`config.mk`:
```
export PLATFORM = sky130hd
export DESIGN_NAME = lsu_ctrl
export DESIGN_NICKNAME = d
export VERILOG_FILES = /design/src/rtl/lsu_pkg.sv /design/src/rtl/lsu_align.sv /design/src/rtl/lsu_ctrl.sv
export SDC_FILE = /design/constraint.sdc
export NUM_CORES = 1
export LEC_CHECK = 0
export CAP_MARGIN = 20
export CORE_ASPECT_RATIO = 0.75
export CORE_MARGIN = 2
export CORE_UTILIZATION = 30
export CTS_BUF_LIST = sky130_fd_sc_hd__clkbuf_4
export DETAILED_ROUTE_END_ITERATION = 6
export GPL_ROUTABILITY_DRIVEN = 0
export PLACE_DENSITY = 0.61
export SYNTH_ARGS = -nofsm -noshare
export SYNTH_HDL_FRONTEND = slang
export SYNTH_SLANG_ARGS = --single-unit
```
`constraint.sdc`:
```
create_clock -name clk_i -period 14.3 [get_ports clk_i]
set_input_delay 1.43 -clock clk_i [delete_from_list [all_inputs] [get_ports clk_i]]
set_output_delay 1.43 -clock clk_i [all_outputs]
set_load 0.01 [all_outputs]
```
`src/rtl/lsu_pkg.sv`:
```
// Shared types and address-map constants for the load/store unit.
package lsu_pkg;

   typedef enum logic [1:0] {
      SZ_BYTE = 2'b00,
      SZ_HALF = 2'b01,
      SZ_WORD = 2'b10,
      SZ_BAD  = 2'b11
   } size_e;

   typedef enum logic [1:0] {
      S_IDLE,
      S_RD,
      S_WR,
      S_RESP
   } state_e;

   typedef enum logic [2:0] {
      IO_NONE,
      IO_LEDR,
      IO_LEDG,
      IO_HEX,
      IO_LCD,
      IO_SW
   } io_e;

   localparam logic [31:0] DMEM_LIMIT = 32'h0000_2000;
   localparam logic [31:0] ADDR_LEDR  = 32'h0000_7000;
   localparam logic [31:0] ADDR_LEDG  = 32'h0000_7010;
   localparam logic [31:0] ADDR_HEX   = 32'h0000_7020;
   localparam logic [31:0] ADDR_LCD   = 32'h0000_7030;
   localparam logic [31:0] ADDR_SW    = 32'h0000_7800;

endpackage

```
`src/rtl/lsu_align.sv`:
```
// Lane extract/extend for loads and read-modify-write merge for stores.
// Sub-word lanes exist only when LSU_SUBWORD_EN is defined; otherwise data passes through as words.
module lsu_align
   import lsu_pkg::*;
#(
   parameter int N = 32
) (
   input  logic [N-1:0] word_i,
   input  logic [N-1:0] wdata_i,
   input  logic [1:0]   lane_i,
   input  logic [1:0]   size_i,
   input  logic         unsigned_i,
   output logic [N-1:0] ld_data_o,
   output logic [N-1:0] st_word_o
);

`ifdef LSU_SUBWORD_EN
   logic [4:0]  byte_sh;
   logic [4:0]  half_sh;
   logic [7:0]  lane_b;
   logic [15:0] lane_h;

   // NOTE: every always_comb output gets a default first so no path infers a latch.
   always_comb begin
      byte_sh   = {lane_i, 3'b000};
      half_sh   = {lane_i[1], 4'b0000};
      lane_b    = word_i[byte_sh +: 8];
      lane_h    = word_i[half_sh +: 16];
      ld_data_o = word_i;
      st_word_o = wdata_i;
      case (size_e'(size_i))
         SZ_BYTE: begin
            ld_data_o                 = {{(N-8){lane_b[7] & ~unsigned_i}}, lane_b};
            st_word_o                 = word_i;
            st_word_o[byte_sh +: 8]   = wdata_i[7:0];
         end
         SZ_HALF: begin
            ld_data_o                 = {{(N-16){lane_h[15] & ~unsigned_i}}, lane_h};
            st_word_o                 = word_i;
            st_word_o[half_sh +: 16]  = wdata_i[15:0];
         end
         default: ;
      endcase
   end
`else
   logic unused_lane;

   assign unused_lane = ^{lane_i, size_i, unsigned_i};
   assign ld_data_o   = word_i;
   assign st_word_o   = wdata_i;
`endif

endmodule

```
`src/rtl/lsu_ctrl.sv`:
```
// Load/store controller: DMEM at 0x0000-0x1FFF plus word-only IO registers at 0x7000-0x7800.
// LSU_SUBWORD_EN enables byte/half accesses (sub-word stores go through RD->WR merge).
module lsu_ctrl
   import lsu_pkg::*;
#(
   parameter int N      = 32,
   parameter int ADDR_W = 11
) (
   input  logic              clk_i,
   input  logic              rst_i,
   input  logic              req_valid_i,
   output logic              req_ready_o,
   input  logic              req_we_i,
   input  logic [31:0]       req_addr_i,
   input  logic [N-1:0]      req_wdata_i,
   input  logic [1:0]        req_size_i,
   input  logic              req_unsigned_i,
   output logic              rsp_valid_o,
   output logic [N-1:0]      rsp_rdata_o,
   output logic              rsp_err_o,
   output logic [ADDR_W-1:0] mem_addr_o,
   output logic [N-1:0]      mem_st_data_o,
   output logic              mem_st_en_o,
   input  logic [N-1:0]      mem_ld_data_i,
   input  logic [N-1:0]      io_sw_i,
   output logic [N-1:0]      io_ledr_o,
   output logic [N-1:0]      io_ledg_o,
   output logic [N-1:0]      io_hex_o,
   output logic [N-1:0]      io_lcd_o
);

   state_e            state_q;
   logic              ready_q, rsp_valid_q, err_q, from_mem_q, st_en_q, we_q, uns_q;
   logic [1:0]        size_q, lane_q;
   logic [ADDR_W-1:0] mem_addr_q;
   logic [N-1:0]      wdata_q, rdata_q, ledr_q, ledg_q, hex_q, lcd_q;
   io_e               io_sel_d;
   logic              err_d, size_ok_d;
   logic [N-1:0]      io_rdata_d, ld_ext, st_word;

   always_comb begin
      case (req_addr_i)
         ADDR_LEDR: io_sel_d = IO_LEDR;
         ADDR_LEDG: io_sel_d = IO_LEDG;
         ADDR_HEX:  io_sel_d = IO_HEX;
         ADDR_LCD:  io_sel_d = IO_LCD;
         ADDR_SW:   io_sel_d = IO_SW;
         default:   io_sel_d = IO_NONE;
      endcase
      case (io_sel_d)
         IO_LEDR: io_rdata_d = ledr_q;
         IO_LEDG: io_rdata_d = ledg_q;
         IO_HEX:  io_rdata_d = hex_q;
         IO_LCD:  io_rdata_d = lcd_q;
         IO_SW:   io_rdata_d = io_sw_i;
         default: io_rdata_d = '0;
      endcase
`ifdef LSU_SUBWORD_EN
      size_ok_d = size_e'(req_size_i) != SZ_BAD;
`else
      size_ok_d = size_e'(req_size_i) == SZ_WORD;
`endif
      err_d = !size_ok_d
            || (size_e'(req_size_i) == SZ_HALF && req_addr_i[0])
            || (size_e'(req_size_i) == SZ_WORD && req_addr_i[1:0] != 2'b00)
            || (io_sel_d == IO_NONE && req_addr_i >= DMEM_LIMIT)
            || (io_sel_d != IO_NONE && size_e'(req_size_i) != SZ_WORD)
            || (io_sel_d == IO_SW && req_we_i);
   end

   // NOTE: async-reset sequential state uses non-blocking assignments only.
   always_ff @(posedge clk_i or posedge rst_i) begin
      if (rst_i) begin
         state_q     <= S_IDLE;
         ready_q     <= 1'b1;
         rsp_valid_q <= 1'b0;
         err_q       <= 1'b0;
         from_mem_q  <= 1'b0;
         st_en_q     <= 1'b0;
         we_q        <= 1'b0;
         uns_q       <= 1'b0;
         size_q      <= 2'b00;
         lane_q      <= 2'b00;
         mem_addr_q  <= '0;
         wdata_q     <= '0;
         rdata_q     <= '0;
         ledr_q      <= '0;
         ledg_q      <= '0;
         hex_q       <= '0;
         lcd_q       <= '0;
      end else begin
         case (state_q)
            S_IDLE: if (req_valid_i) begin
               ready_q    <= 1'b0;
               we_q       <= req_we_i;
               uns_q      <= req_unsigned_i;
               size_q     <= req_size_i;
               lane_q     <= req_addr_i[1:0];
               wdata_q    <= req_wdata_i;
               mem_addr_q <= req_addr_i[ADDR_W+1:2];
               err_q      <= err_d;
               rdata_q    <= '0;
               if (err_d || io_sel_d != IO_NONE) begin
                  state_q     <= S_RESP;
                  rsp_valid_q <= 1'b1;
                  if (!err_d && !req_we_i) rdata_q <= io_rdata_d;
                  if (!err_d && req_we_i) begin
                     case (io_sel_d)
                        IO_LEDR: ledr_q <= req_wdata_i;
                        IO_LEDG: ledg_q <= req_wdata_i;
                        IO_HEX:  hex_q  <= req_wdata_i;
                        IO_LCD:  lcd_q  <= req_wdata_i;
                        default: ;
                     endcase
                  end
               end else if (!req_we_i || size_e'(req_size_i) != SZ_WORD) begin
                  state_q <= S_RD;
               end else begin
                  state_q <= S_WR;
                  st_en_q <= 1'b1;
               end
            end
            S_RD: begin
               // Memory data for this address is valid in the following state.
               if (we_q) begin
                  state_q <= S_WR;
                  st_en_q <= 1'b1;
               end else begin
                  state_q     <= S_RESP;
                  rsp_valid_q <= 1'b1;
                  from_mem_q  <= 1'b1;
               end
            end
            S_WR: begin
               st_en_q     <= 1'b0;
               state_q     <= S_RESP;
               rsp_valid_q <= 1'b1;
            end
            S_RESP: begin
               state_q     <= S_IDLE;
               ready_q     <= 1'b1;
               rsp_valid_q <= 1'b0;
               from_mem_q  <= 1'b0;
               err_q       <= 1'b0;
            end
            default: state_q <= S_IDLE;
         endcase
      end
   end

   lsu_align #(.N(N)) u_align (
      .word_i     (mem_ld_data_i),
      .wdata_i    (wdata_q),
      .lane_i     (lane_q),
      .size_i     (size_q),
      .unsigned_i (uns_q),
      .ld_data_o  (ld_ext),
      .st_word_o  (st_word)
   );

   assign req_ready_o   = ready_q;
   assign rsp_valid_o   = rsp_valid_q;
   assign rsp_err_o     = rsp_valid_q & err_q;
   assign rsp_rdata_o   = !rsp_valid_q ? '0 : (from_mem_q ? ld_ext : rdata_q);
   assign mem_addr_o    = mem_addr_q;
   assign mem_st_en_o   = st_en_q;
   assign mem_st_data_o = st_en_q ? st_word : '0;
   assign io_ledr_o     = ledr_q;
   assign io_ledg_o     = ledg_q;
   assign io_hex_o      = hex_q;
   assign io_lcd_o      = lcd_q;

endmodule

```
[Word-level counts from Yosys, hierarchy flattened]
Index checks and enable logic that the tools add are counted.
Word-level totals
  output and inout bits: 207
  word-level logic and storage cells: 97
  flip-flop bits (word level): 211
  bits of input ports: 135
Operators by class
  bitwise gates (word level): 1
  reductions and logical operators: 33
  $lt $le $gt $ge: 1
  multiplexer cells: 26
  equality and inequality tests: 22
Operators by type and width (number)
  equality test 32 x 15 -> 1 bit, second input constant: 5
  two-way mux 32 bit: 5
  one-hot mux 32 bit (5 select lines): 1
  >= comparator 32 x 14 -> 1 bit, second input constant: 1
  AND reduction 5 bit: 5
  one-hot mux 3 bit (5 select lines): 1
  inequality test 2 bit, second input constant: 7
  two-way mux 1 bit: 10
  one-hot mux 2 bit (4 select lines): 1
  logical AND 1 bit: 7
  logical OR 1 bit: 7
  equality test 2 bit, second input constant: 3
  equality test 3 x 2 -> 1 bit, second input constant: 2
  equality test 3 bit, second input constant: 2
  two-way mux 2 bit: 3
  one-hot mux 1 bit (2 select lines): 3
  AND reduction 2 bit: 3
  nonzero test 2 bit: 3
  nonzero test 3 bit: 2
  equality test 2 x 1 -> 1 bit, second input constant: 2
  one-hot mux 1 bit (4 select lines): 1
  equality test 3 x 1 -> 1 bit, second input constant: 1
  logical NOT 1 bit: 3
  logical NOT 3 bit: 1
  other kinds (4): 4

[Longest topological paths before layout]
Gate-level depths: netlist of the first run.
  word-level depth: 11
  depth in mapped cells: 9
  depth with buffers taken out: 7

[By module]
A second synthesis of the first run with hierarchy kept.
Second synthesis, totals
  cell total of the unflattened synthesis: 844
  area total of the unflattened synthesis: 10796.6 µm²
By module, submodules not included
  lsu_ctrl: area each 10316.1 µm², sequential area each 5406.4 µm², instances 1, cells an instance 780
  lsu_align: area each 480.5 µm², sequential area each 0.0 µm², instances 1, cells an instance 64

[Worst setup path after synthesis of the first run]
Ideal clock, no wire load.
  path kind: input port to flip-flop
  from: input req_addr_i[3]
  to: register ledr_q[20], in the netlist io_ledr_o[20]
  data arrival time: 3.142 ns
  slack: 11.033 ns
  data required time: 14.175 ns
  library setup time: 0.125 ns
  stages on the path: 6
  buffers on the path: 1
  path through: nor4_1 nand4_1 or4_4 nor3_4 buf_6 mux2_2
Between the ends
  word-level cells in the longest chain between the ends: 10
  elaborated cells between the ends (all ways): 21
  classes of those cells: order compare: 1; eq/ne: 7; mux: 1; reduce/logical: 12
Ends and longest elaborated chain
  from (decl): line lsu_ctrl.sv:14  | input logic [31:0] req_addr_i,
  parallel branches: the longest is 9 deep, another holds >= comparator 32 x 14 -> 1 bit
  AND reduction 5 bit (no line) (*)
  to (signal assigned): line lsu_ctrl.sv:109  | IO_LEDR: ledr_q <= req_wdata_i;
  to (decl): line lsu_ctrl.sv:36  | logic [N-1:0] wdata_q, rdata_q, ledr_q, ledg_q, hex_q, lcd_q;
Mark *: on every way between the ends.
A chain may end at the register's enable or synchronous reset.

[Worst setup path after layout of the first run]
  from: register from_mem_q
  to: output rsp_rdata_o[22]
Between the ends
  word-level cells in the longest chain between the ends: 2
Ends and longest elaborated chain
  from (decl): line lsu_ctrl.sv:33  | logic ready_q, rsp_valid_q, err_q, from_mem_q, st_en_q, we_q, uns_q;
  from (signal assigned): line lsu_ctrl.sv:78  | from_mem_q <= 1'b0;
  from (signal assigned): line lsu_ctrl.sv:131  | from_mem_q <= 1'b1;
  from (signal assigned): line lsu_ctrl.sv:143  | from_mem_q <= 1'b0;
  two-way mux 32 bit (2 in series): line lsu_ctrl.sv:164  | assign rsp_rdata_o = !rsp_valid_q ? '0 : (from_mem_q ? ld_ext : rdata_q);
  to (decl): line lsu_ctrl.sv:19  | output logic [N-1:0] rsp_rdata_o,
Every way passes these cells.

==> impl_metrics.csv, run 1 <==
group,metric,value,unit
synth,synth_top_area_cell,"dfrtp_1",
sta,grt_setup_unrepaired,"false",
power_and_ir_drop,powerDensity,128,mW/mm^2
detailed_routing,viasPerCell,4.84,
status,status,"complete, no violations",
synth,ys_seq_elements,211,
clock_tree,cts_made_buffers,59,
cells_and_area,drive_above_1_share,0.245,
die,start_util,0.305,
clock_tree,hold_buffers,0,
synth,ys.warnings.count,0,
synth,syn_avg_cell_area,12.0,um^2
sta,fin_setup_tns,0,ns
detailed_routing,dr.pass1.iters,6,
synth,yosys-top-cells-count,"210 x dfrtp_1, 180 x mux2_2, 75 x mux2i_1",
synth,synth_top_area_frac,0.512,
clock_tree,cts_max_level,2,
grt,grt_overflow,0,
detailed_routing,avgRoutedWirePerCell,21.2,um
synth,yosys.cell_count.top_type,"dfrtp_1",
setup_path,reg2reg_to,"io_lcd_o[14]",
detailed_routing,first_iter_violations,375,
placement,dp.cells,1595,
sta,setup_viol,0,
detailed_routing,wl,36200,um
grt,grt_pass1_vias,8807,
synth,synth_seq_area_share,0.515,
clock_tree,cts_resized,0,
clock_tree,cts_num_sinks,211,
clock_tree,cts-root-buf,"clkbuf_4",
cells_and_area,finalNonFillerCells,1704,
die,die_area,0.0357,mm^2
sta,relSlewSlack,0.379,
synth,synth_edf_count,0,
clock_tree,clk_pin_slew_worst_paths,0.06,ns
setup_path,r2r_start,"state_q[0]",
setup_path,cp-start-kind,"flop",
placement,portBuffers,340,
synth,synthTopCellsByArea,"dfrtp_1 51%, mux2_2 20%, mux2i_1 7.3%, o31ai_1 2.3%, o21ai_0 2.3%",
min_path,hp-start,"rdata_q[26]",
detailed_routing,num_vias,8245,
detailed_routing,drc,0,
die,core,0.0336,mm^2
placement,dp_hpwl,23600,um
power_and_ir_drop,p_leak,0.00651,uW
setup_path,endpoint_kind,"primary output",
sta,hold_viol,0,
sta,worstMarginPinSlew,0.927,ns
synth,synth-async-reset-ratio,1.00,
placement,dpl_worst_slack,9.14,ns
die,io_pins,342,
clock_tree,post-cts-setup-buffer-count,0,
min_path,hold_depth,2,
detailed_routing,final_antenna_net_count,0,
setup_path,crit_required,12.87,ns
cells_and_area,fillCellCount,3190,
sta,fin_ws,10.02,ns
clock_tree,clk_path_buf_depth,3,
setup_path,crit_fanout,18,
grt,grt_usage,0.202,
synth,ys.flop_type,"dfrtp_1",
cells_and_area,final_util,0.443,
cells_and_area,area_growth,45.1,%
sta,fin_crit,4.28,ns
cells_and_area,finalNetCount,1346,
sta,fmax,234,MHz
die,fp.dieW,218,um
sta,fin_crit_sh,0.299,
clock_tree,clock_latency,0.74,ns
setup_path,reg2reg_depth,8,
setup_path,arrival,2.85,ns
synth,synth_area,0.0103,mm^2
sta,fin_skew,0.0505,ns
die,std_cell_rows,58,
synth,syn_inst,855,
power_and_ir_drop,peakVddDrop,72.8,uV
synth,synth.distinct_cells,40,
sta,drv_slew,0,
setup_path,crit_type,"flop to primary output",
setup_path,reg2reg_slack,10.64,ns
synth,syn_nets,994,
clock_tree,cts_tree,"built",
grt,grt_pass1_wl,54400,um
min_path,min_to,"rdata_q[26]",
job,max_cap_violations,0,
grt,antenna_found_initial,1,
power_and_ir_drop,total_power,1900,uW
min_path,holdCritPathClass,"flop to flop",
die,die_h,164,um
grt,grt_max_degree,100,
-- cell families (layout without fill, tap and decap cells) --
kind of cell,after synthesis,in the layout,synth area share
AOI/OAI and AO/OA,134,134,0.0854
adders and majority gates,4,4,0.00488
buffers and inverters,72,469,0.0308
DFF,211,211,0.515
muxes,258,258,0.274
other,0,2,0
and+or+nand+nor,176,176,0.0902
-- placed cells by master, fill, tap and decap left out, types with 2 or more instances in the layout --
cell	count
clkdlybuf4s50_1	337
dfrtp_1	207
mux2_2	180
clkbuf_4	89
mux2i_1	75
nand2_1	59
o21ai_0	47
and2_1	34
nor2b_1	33
o31ai_1	32
o22ai_1	19
nor2_1	17
clkinv_1	15
buf_4	15
a22oi_1	13
a221oi_1	12
inv_1	7
nor4_1	6
a21oi_1	4
ha_1	4
mux2_1	3
or3_1	3
dfrtp_2	3
diode_2	2
or2_2	2
nand4_1	2
nor2_2	2
nor2b_2	2
nor3_4	2
nand2_2	2
nor3_1	2
a31oi_1	2
nand3_1	2
buf_16	2
-- per-stage QoR --
step / hold slack [ns] / area (um^2)
finish: 0.477 / 14900
global route: 0.500 / 14900
CTS: 0.480 / 14900
detailed placement: 0.466 / 14100
global placement: 0.461 / 14100
floorplan: 0.448 / 10300
-- power breakdown --
| part | leakage (uW) | switching (uW) | internal, uW |
|---|---|---|---|
| logic | 0.00322 | 249 | 337 |
| registers | 0.00284 | 76.7 | 671 |
| clock network | 0.000451 | 266 | 299 |
-- state kept, by name (all words and copies together), names as in the netlist --
name and flops:
err_q 1, from_mem_q 1, io_hex_o 32, io_lcd_o 32
io_ledg_o 32, io_ledr_o 32, mem_addr_o 11, mem_st_en_o 1
rdata_q 32, req_ready_o 1, rsp_valid_o 1, state_q 2
wdata_q 32, we_q 1
-- critical path: stages (launching register included) --
cell and delay (ns):
dfrtp_2 0.78, buf_4 0.49, mux2i_1 0.13, nor2b_1 0.12, clkdlybuf4s50_1 0.60
-- layout make-up --
cell class,instances,area (um^2),area share
clock inverter,17,90.1,0.00605
clock buffer,89,668,0.0449
timing repair buffer,355,3550,0.238
inverter,8,37.5,0.00252
multi-input combinational,572,4690,0.315
antenna,2,5.00,0.000336
tap,450,563,0.0378
sequential,211,5290,0.355
-- worst max-delay path by stage --
| stage | slack, ns | startpoint | to | cells past startpoint |
|---|---|---|---|---|
| finish | 10.02 | from_mem_q | rsp_rdata_o[22] | 4 |
| global route | 9.80 | from_mem_q | rsp_rdata_o[22] | 4 |
| CTS | 9.89 | from_mem_q | rsp_rdata_o[22] | 4 |
| detailed placement | 9.14 | req_valid_i | io_ledr_o[28] | 6 |
| global placement | 9.20 | req_valid_i | io_ledr_o[27] | 6 |
| floorplan | 7.11 | rst_i | err_q | 1 |
-- layer usage --
| metal | vias up | track usage | wire length [um] |
|---|---|---|---|
| met5 | - | 0 | 0 |
| met3 | 45 | 0.0691 | 3080 |
| li1 | 3834 | - | - |
| met2 | 271 | 0.317 | 16000 |
| met1 | 4095 | 0.269 | 16600 |
| met4 | 0 | 0.0464 | 476 |
Note: power is estimated with default switching activity, not from simulation.
==> run 2, diff against run 1 <==
==> constraint.sdc (replaced) <==
create_clock -name clk_i -period 3.95 [get_ports clk_i]
set_input_delay 0.395 -clock clk_i [delete_from_list [all_inputs] [get_ports clk_i]]
set_output_delay 0.395 -clock clk_i [all_outputs]
set_load 0.01 [all_outputs]
==> run 2 against run 1 <==
Effect of this change:
- total power rose to 3.6 times the previous value
- sequential power rose to 3.6 times the previous value
- first-iteration DRC count down 15%
- core utilization up 0.13 points
- routed wire length down 1.3%
- combinational power rose to 3.6 times the previous value
- clock power rose to 3.6 times the previous value
- worst setup slack worse by 9.4 ns
- critical path depth up 4
==> impl_metrics.csv, run 2 (synthesis gave the netlist of run 1 again) <==
group,metric,value,unit
status,status,"complete, no violations",
cells_and_area,mostFrequentLayoutCells,"337 x clkdlybuf4s50_1, 207 x dfrtp_1, 180 x mux2_2, 93 x clkbuf_4, 75 x mux2i_1",
sta,fin_skew,0.0354,ns
grt,grt_pass1_vias,8709,
clock_tree,post-cts-setup-buffer-count,0,
sta,relSlewSlack,0.433,
cells_and_area,regArea,0.00529,mm^2
detailed_routing,wl,35700,um
setup_path,crit_type,"flop to flop",
setup_path,endpoint_kind,"flop",
sta,fin_setup_tns,0,ns
grt,antenna_found_initial,0,
cells_and_area,area_growth,45.5,%
cells_and_area,finalNonFillerCells,1711,
grt,grt_usage,0.199,
clock_tree,cts_made_buffers,59,
clock_tree,cts_num_sinks,211,
detailed_routing,num_vias,8223,
setup_path,reg2reg_depth,8,
sta,grt_setup_unrepaired,"false",
job,max_cap_violations,0,
setup_path,reg2reg_to,"io_hex_o[15]",
setup_path,worst-path-stages,8,
setup_path,crit_path_end,"io_hex_o[15]",
setup_path,r2r_start,"state_q[0]",
die,io_pins,342,
sta,fin_crit_sh,0.834,
power_and_ir_drop,total_power,6830,uW
detailed_routing,drc,0,
grt,grt_overflow,0,
clock_tree,cts_tree,"built",
clock_tree,cts_resized,0,
placement,dp.cells,1603,
power_and_ir_drop,p_leak,0.00654,uW
cells_and_area,multi_input_area,0.00469,mm^2
sta,worstMarginPinSlew,0.849,ns
sta,setup_viol,0,
placement,dp_hpwl,24400,um
cells_and_area,layout_commonest_cell,"clkdlybuf4s50_1",
setup_path,cp_cell_sequence,"inv_1 -> ha_1 -> nand2_4 -> or3_1 -> nor4_1 -> nand2_2 -> buf_12 -> mux2_2",
setup_path,crit_fanout,24,
power_and_ir_drop,pwr-share-seq,0.393,
setup_path,reg2reg_slack,0.66,ns
setup_path,cp-start-kind,"flop",
die,die_h,164,um
grt,grt_max_degree,85,
setup_path,path_buf_inv,2,
detailed_routing,viasPerCell,4.81,
detailed_routing,avgRoutedWirePerCell,20.9,um
die,core,0.0336,mm^2
clock_tree,hold_buffers,0,
power_and_ir_drop,internal-power,4720,uW
clock_tree,clock_latency,0.72,ns
clock_tree,cts_max_level,2,
setup_path,startpoint,"state_q[0]",
cells_and_area,drive_above_1_share,0.254,
setup_path,crit_required,4.52,ns
grt,grt_pass1_wl,53800,um
setup_path,path_delay_family,"simple AND/OR/NAND/NOR gates",
power_and_ir_drop,clkPwrFrac,0.294,
sta,fin_crit,3.29,ns
power_and_ir_drop,powerDensity,458,mW/mm^2
power_and_ir_drop,peakVddDrop,289,uV
cells_and_area,finalNetCount,1353,
die,std_cell_rows,58,
setup_path,arrival,3.86,ns
setup_path,crit_slowest_cell,"nand2_2",
sta,drv_slew,0,
power_and_ir_drop,power.switching,2110,uW
die,die_area,0.0357,mm^2
setup_path,slowest_delay,0.52,ns
clock_tree,clk_path_buf_depth,3,
die,fp.dieW,218,um
min_path,holdCritPathClass,"input pin to async pin",
clock_tree,clk_pin_slew_worst_paths,0.07,ns
power_and_ir_drop,combPwrFrac,0.312,
placement,portBuffers,340,
clock_tree,cts-root-buf,"clkbuf_4",
detailed_routing,dr.pass1.iters,4,
die,start_util,0.305,
sta,fmax,304,MHz
sta,hold_slack,0.123,ns
power_and_ir_drop,p_sw_frac,0.309,
cells_and_area,fillCellCount,3199,
detailed_routing,final_antenna_net_count,0,
detailed_routing,first_iter_violations,319,
sta,hold_viol,0,
## run 2: worst min-delay path by stage
stage                     startpoint  slack, ns            end
after global placement    rdata_q[6]       0.46     rdata_q[6]
final                          rst_i       0.12  mem_addr_o[4]
after detailed placement  rdata_q[6]       0.47     rdata_q[6]
after CTS                      rst_i       0.07  mem_addr_o[4]
after floorplan           rdata_q[0]       0.45     rdata_q[0]
after global routing           rst_i       0.12  mem_addr_o[4]
## run 2: worst register-to-register path: stages, from the launching register on
cell and delay, ns:
dfrtp_1 0.40, inv_1 0.11, ha_1 0.39, nand2_4 0.29, or3_1 0.38, nor4_1 0.44
nand2_2 0.52, buf_12 0.35, mux2_2 0.29
## run 2: stage by stage
stage | setup WS (ns) | utilization | instance area [um^2]
finish | 0.657 | 0.444 | 14900
global route | 0.258 | 0.444 | 14900
CTS | 0.570 | 0.444 | 14900
detailed placement | 0.417 | 0.422 | 14200
global placement | 0.537 | 0.422 | 14200
floorplan | 0.814 | - | 10300
## run 2: layer usage
| layer | vias to the layer above | track usage | routed length, um |
|---|---|---|---|
| met5 | - | 0 | 0 |
| met4 | 0 | 0.0517 | 589 |
| met3 | 50 | 0.0681 | 3010 |
| met2 | 281 | 0.318 | 16100 |
| met1 | 4051 | 0.259 | 16000 |
| li1 | 3841 | - | - |
## run 2: power by group through the flow
stage          clock network, uW  logic, uW  registers, uW
6_report                    2010       2130           2690
5_1_grt                     2230       2300           2730
4_1_cts                     2100       2170           2700
3_5_place_dp                   0       2160           2740
3_3_place_gp                   0       2140           2720
2_1_floorplan                  0       1140           2600
## run 2: cell type report
class / count / share of cell area
well taps: 450 / 0.0377
repair buffers: 362 / 0.241
diodes: 1 / 0.000168
clock inverters: 14 / 0.00411
inverters: 8 / 0.00226
flip-flops and latches: 211 / 0.354
clock buffers: 93 / 0.0468
multi-input cells: 572 / 0.314
==> run 3, diff against run 2 <==
--- a/config.mk
+++ b/config.mk
@@ -12,7 +12,7 @@
 export CTS_BUF_LIST = sky130_fd_sc_hd__clkbuf_4
 export DETAILED_ROUTE_END_ITERATION = 6
 export GPL_ROUTABILITY_DRIVEN = 0
-export PLACE_DENSITY = 0.61
+export PLACE_DENSITY = 0.64
 export SYNTH_ARGS = -nofsm -noshare
 export SYNTH_HDL_FRONTEND = slang
 export SYNTH_SLANG_ARGS = --single-unit
==> constraint.sdc (replaced) <==
create_clock -name clk_i -period 2.64 [get_ports clk_i]
set_input_delay 0.264 -clock clk_i [delete_from_list [all_inputs] [get_ports clk_i]]
set_output_delay 0.264 -clock clk_i [all_outputs]
set_load 0.01 [all_outputs]
==> run 3 against run 2 <==
Effect of this change:
- total power is 49% higher
- core utilization grew 0.78 points
- routed wire length grew 1.6%
- clock skew increased by 0.028 ns
- worst setup slack worse by 0.53 ns
- first-iteration DRC count rose by 29%
- critical path type is now flop to primary output
- die area is the same
==> impl_metrics.csv, run 3 (synthesis gave the netlist of run 1 again) <==
group,metric,value,unit
setup_path,cp_cell_sequence,"buf_8 -> mux2i_1 -> nor2b_1 -> clkdlybuf4s50_1",
sta,relSlewSlack,0.422,
cells_and_area,final_util,0.452,
sta,hold_viol,0,
clock_tree,clk_path_buf_depth,3,
clock_tree,clk_pin_slew_worst_paths,0.07,ns
cells_and_area,multi_input_area,0.00469,mm^2
cells_and_area,regArea,0.00528,mm^2
grt,grt_pass1_vias,8669,
power_and_ir_drop,powerDensity,672,mW/mm^2
setup_path,crit_required,2.38,ns
sta,fin_ws,0.130,ns
sta,hold_slack,0.131,ns
die,core,0.0336,mm^2
sta,drv_slew,0,
power_and_ir_drop,p_sw_frac,0.308,
setup_path,slowest_delay,0.60,ns
clock_tree,cts_max_level,2,
detailed_routing,num_vias,8406,
grt,grt_usage,0.201,
power_and_ir_drop,clkPwrFrac,0.287,
min_path,holdCritPathClass,"input pin to flop",
cells_and_area,area_growth,48.1,%
sta,fin_crit_sh,0.951,
cells_and_area,drive_above_1_share,0.261,
grt,grt_overflow,0,
grt,grt_pass1_wl,54400,um
setup_path,crit_type,"flop to primary output",
power_and_ir_drop,power.switching,3140,uW
job,max_cap_violations,0,
power_and_ir_drop,peakVddDrop,455,uV
die,die_h,164,um
cells_and_area,finalNonFillerCells,1723,
detailed_routing,avgRoutedWirePerCell,21.0,um
clock_tree,clock_latency,0.73,ns
detailed_routing,first_iter_violations,413,
die,fp.dieW,218,um
cells_and_area,finalNetCount,1369,
power_and_ir_drop,total_power,10200,uW
detailed_routing,drc,0,
detailed_routing,final_antenna_net_count,0,
sta,fmax,398,MHz
setup_path,endpoint_kind,"primary output",
placement,dpl_worst_slack,-0.231,ns
clock_tree,cts-root-buf,"clkbuf_4",
sta,fin_skew,0.0635,ns
clock_tree,post-cts-setup-buffer-count,0,
status,status,"complete, no violations",
cells_and_area,fillCellCount,3151,
sta,fin_crit,2.51,ns
clock_tree,cts_num_sinks,211,
detailed_routing,wl,36300,um
setup_path,arrival,2.25,ns
placement,dp.cells,1620,
min_path,hold_depth,5,
detailed_routing,dr.pass1.iters,4,
die,die_area,0.0357,mm^2
power_and_ir_drop,internal-power,7070,uW
die,io_pins,342,
setup_path,crit_fanout,19,
detailed_routing,viasPerCell,4.88,
die,std_cell_rows,58,
clock_tree,cts_tree,"built",
clock_tree,cts_made_buffers,56,
sta,worstMarginPinSlew,0.867,ns
power_and_ir_drop,pwr-share-seq,0.375,
setup_path,crit_slowest_cell,"clkdlybuf4s50_1",
placement,dp_hpwl,25000,um
power_and_ir_drop,combPwrFrac,0.339,
power_and_ir_drop,p_leak,0.00668,uW
setup_path,reg2reg_depth,7,
grt,grt_max_degree,114,
die,start_util,0.305,
setup_path,cp-start-kind,"flop",
cells_and_area,layout_commonest_cell,"clkdlybuf4s50_1",
cells_and_area,mostFrequentLayoutCells,"336 x clkdlybuf4s50_1, 209 x dfrtp_1, 180 x mux2_2, 90 x clkbuf_4, 75 x mux2i_1",
sta,grt_setup_unrepaired,"true",
placement,portBuffers,340,
sta,setup_viol,0,
grt,antenna_found_initial,3,
[run 3: changes by cell type in the layout (fill, tap and decap cells not counted), sizes merged]
cell and change:
dlymetal6s2s +1, dlygate4sd3 +2, clkdlybuf4s50 -1, clkinv -5, inv -1, buf +17, diode +2, clkbuf -3
[run 3: layout make-up]
| class | instances | share of cell area |
|---|---|---|
| diodes | 3 | 0.000494 |
| clock buffers | 90 | 0.0445 |
| clock inverters | 8 | 0.00288 |
| inverters | 8 | 0.00222 |
| multi-input cells | 572 | 0.309 |
| flip-flops and latches | 211 | 0.348 |
| well taps | 450 | 0.0371 |
| repair buffers | 381 | 0.256 |
[run 3: worst paths after layout]
path / start / slack [ns] / endpoint
max: from_mem_q / 0.13 / rsp_rdata_o[13]
min: req_addr_i[5] / 0.13 / rdata_q[11]
max reg2reg: state_q[0] / 0.25 / io_ledr_o[12]
min reg2reg: rdata_q[15] / 0.48 / rdata_q[15]
max in group asynchronous: rst_i / 1.39 / io_ledg_o[17]
min in group asynchronous: rst_i / 0.41 / mem_addr_o[8]
[run 3: power groups by stage]
stage               logic, uW  registers, uW  clock network, uW
detailed placement       3470           3880                  0
global placement         3450           3860                  0
global route             3720           3870               3260
CTS                      3500           3830               3070
floorplan                1700           3890                  0
finish                   3460           3830               2930
[run 3: critical path: cells and delay by family, from the launching register on]
family                 cells  cell delay (ns)
and+or+nand+nor            1             0.14
DFF                        1             0.42
buffers and inverters      2             0.78
muxes                      1             0.17
[run 3: timing repair]
action / in CTS / in global routing
endpoints found under the hold margin: 10 / 0
resized for setup: 2 / 2
hold buffers: 2 / 0
endpoints found under the setup margin: 5 / 20
[run 3: layer usage]
metal	routed length (um)	vias to the layer above	track usage
li1	-	3896	-
met1	16400	4127	0.271
met2	15600	316	0.300
met3	3550	67	0.0765
met4	719	0	0.0564
met5	0	-	0
[run 3: through the flow]
step | TNS (ns) | area [um^2]
2_1_floorplan | -76.73 | 10300
4_1_cts | 0 | 15200
3_5_place_dp | -17.39 | 14400
5_1_grt | -0.00775 | 15200
3_3_place_gp | -25.81 | 14400
6_report | 0 | 15200
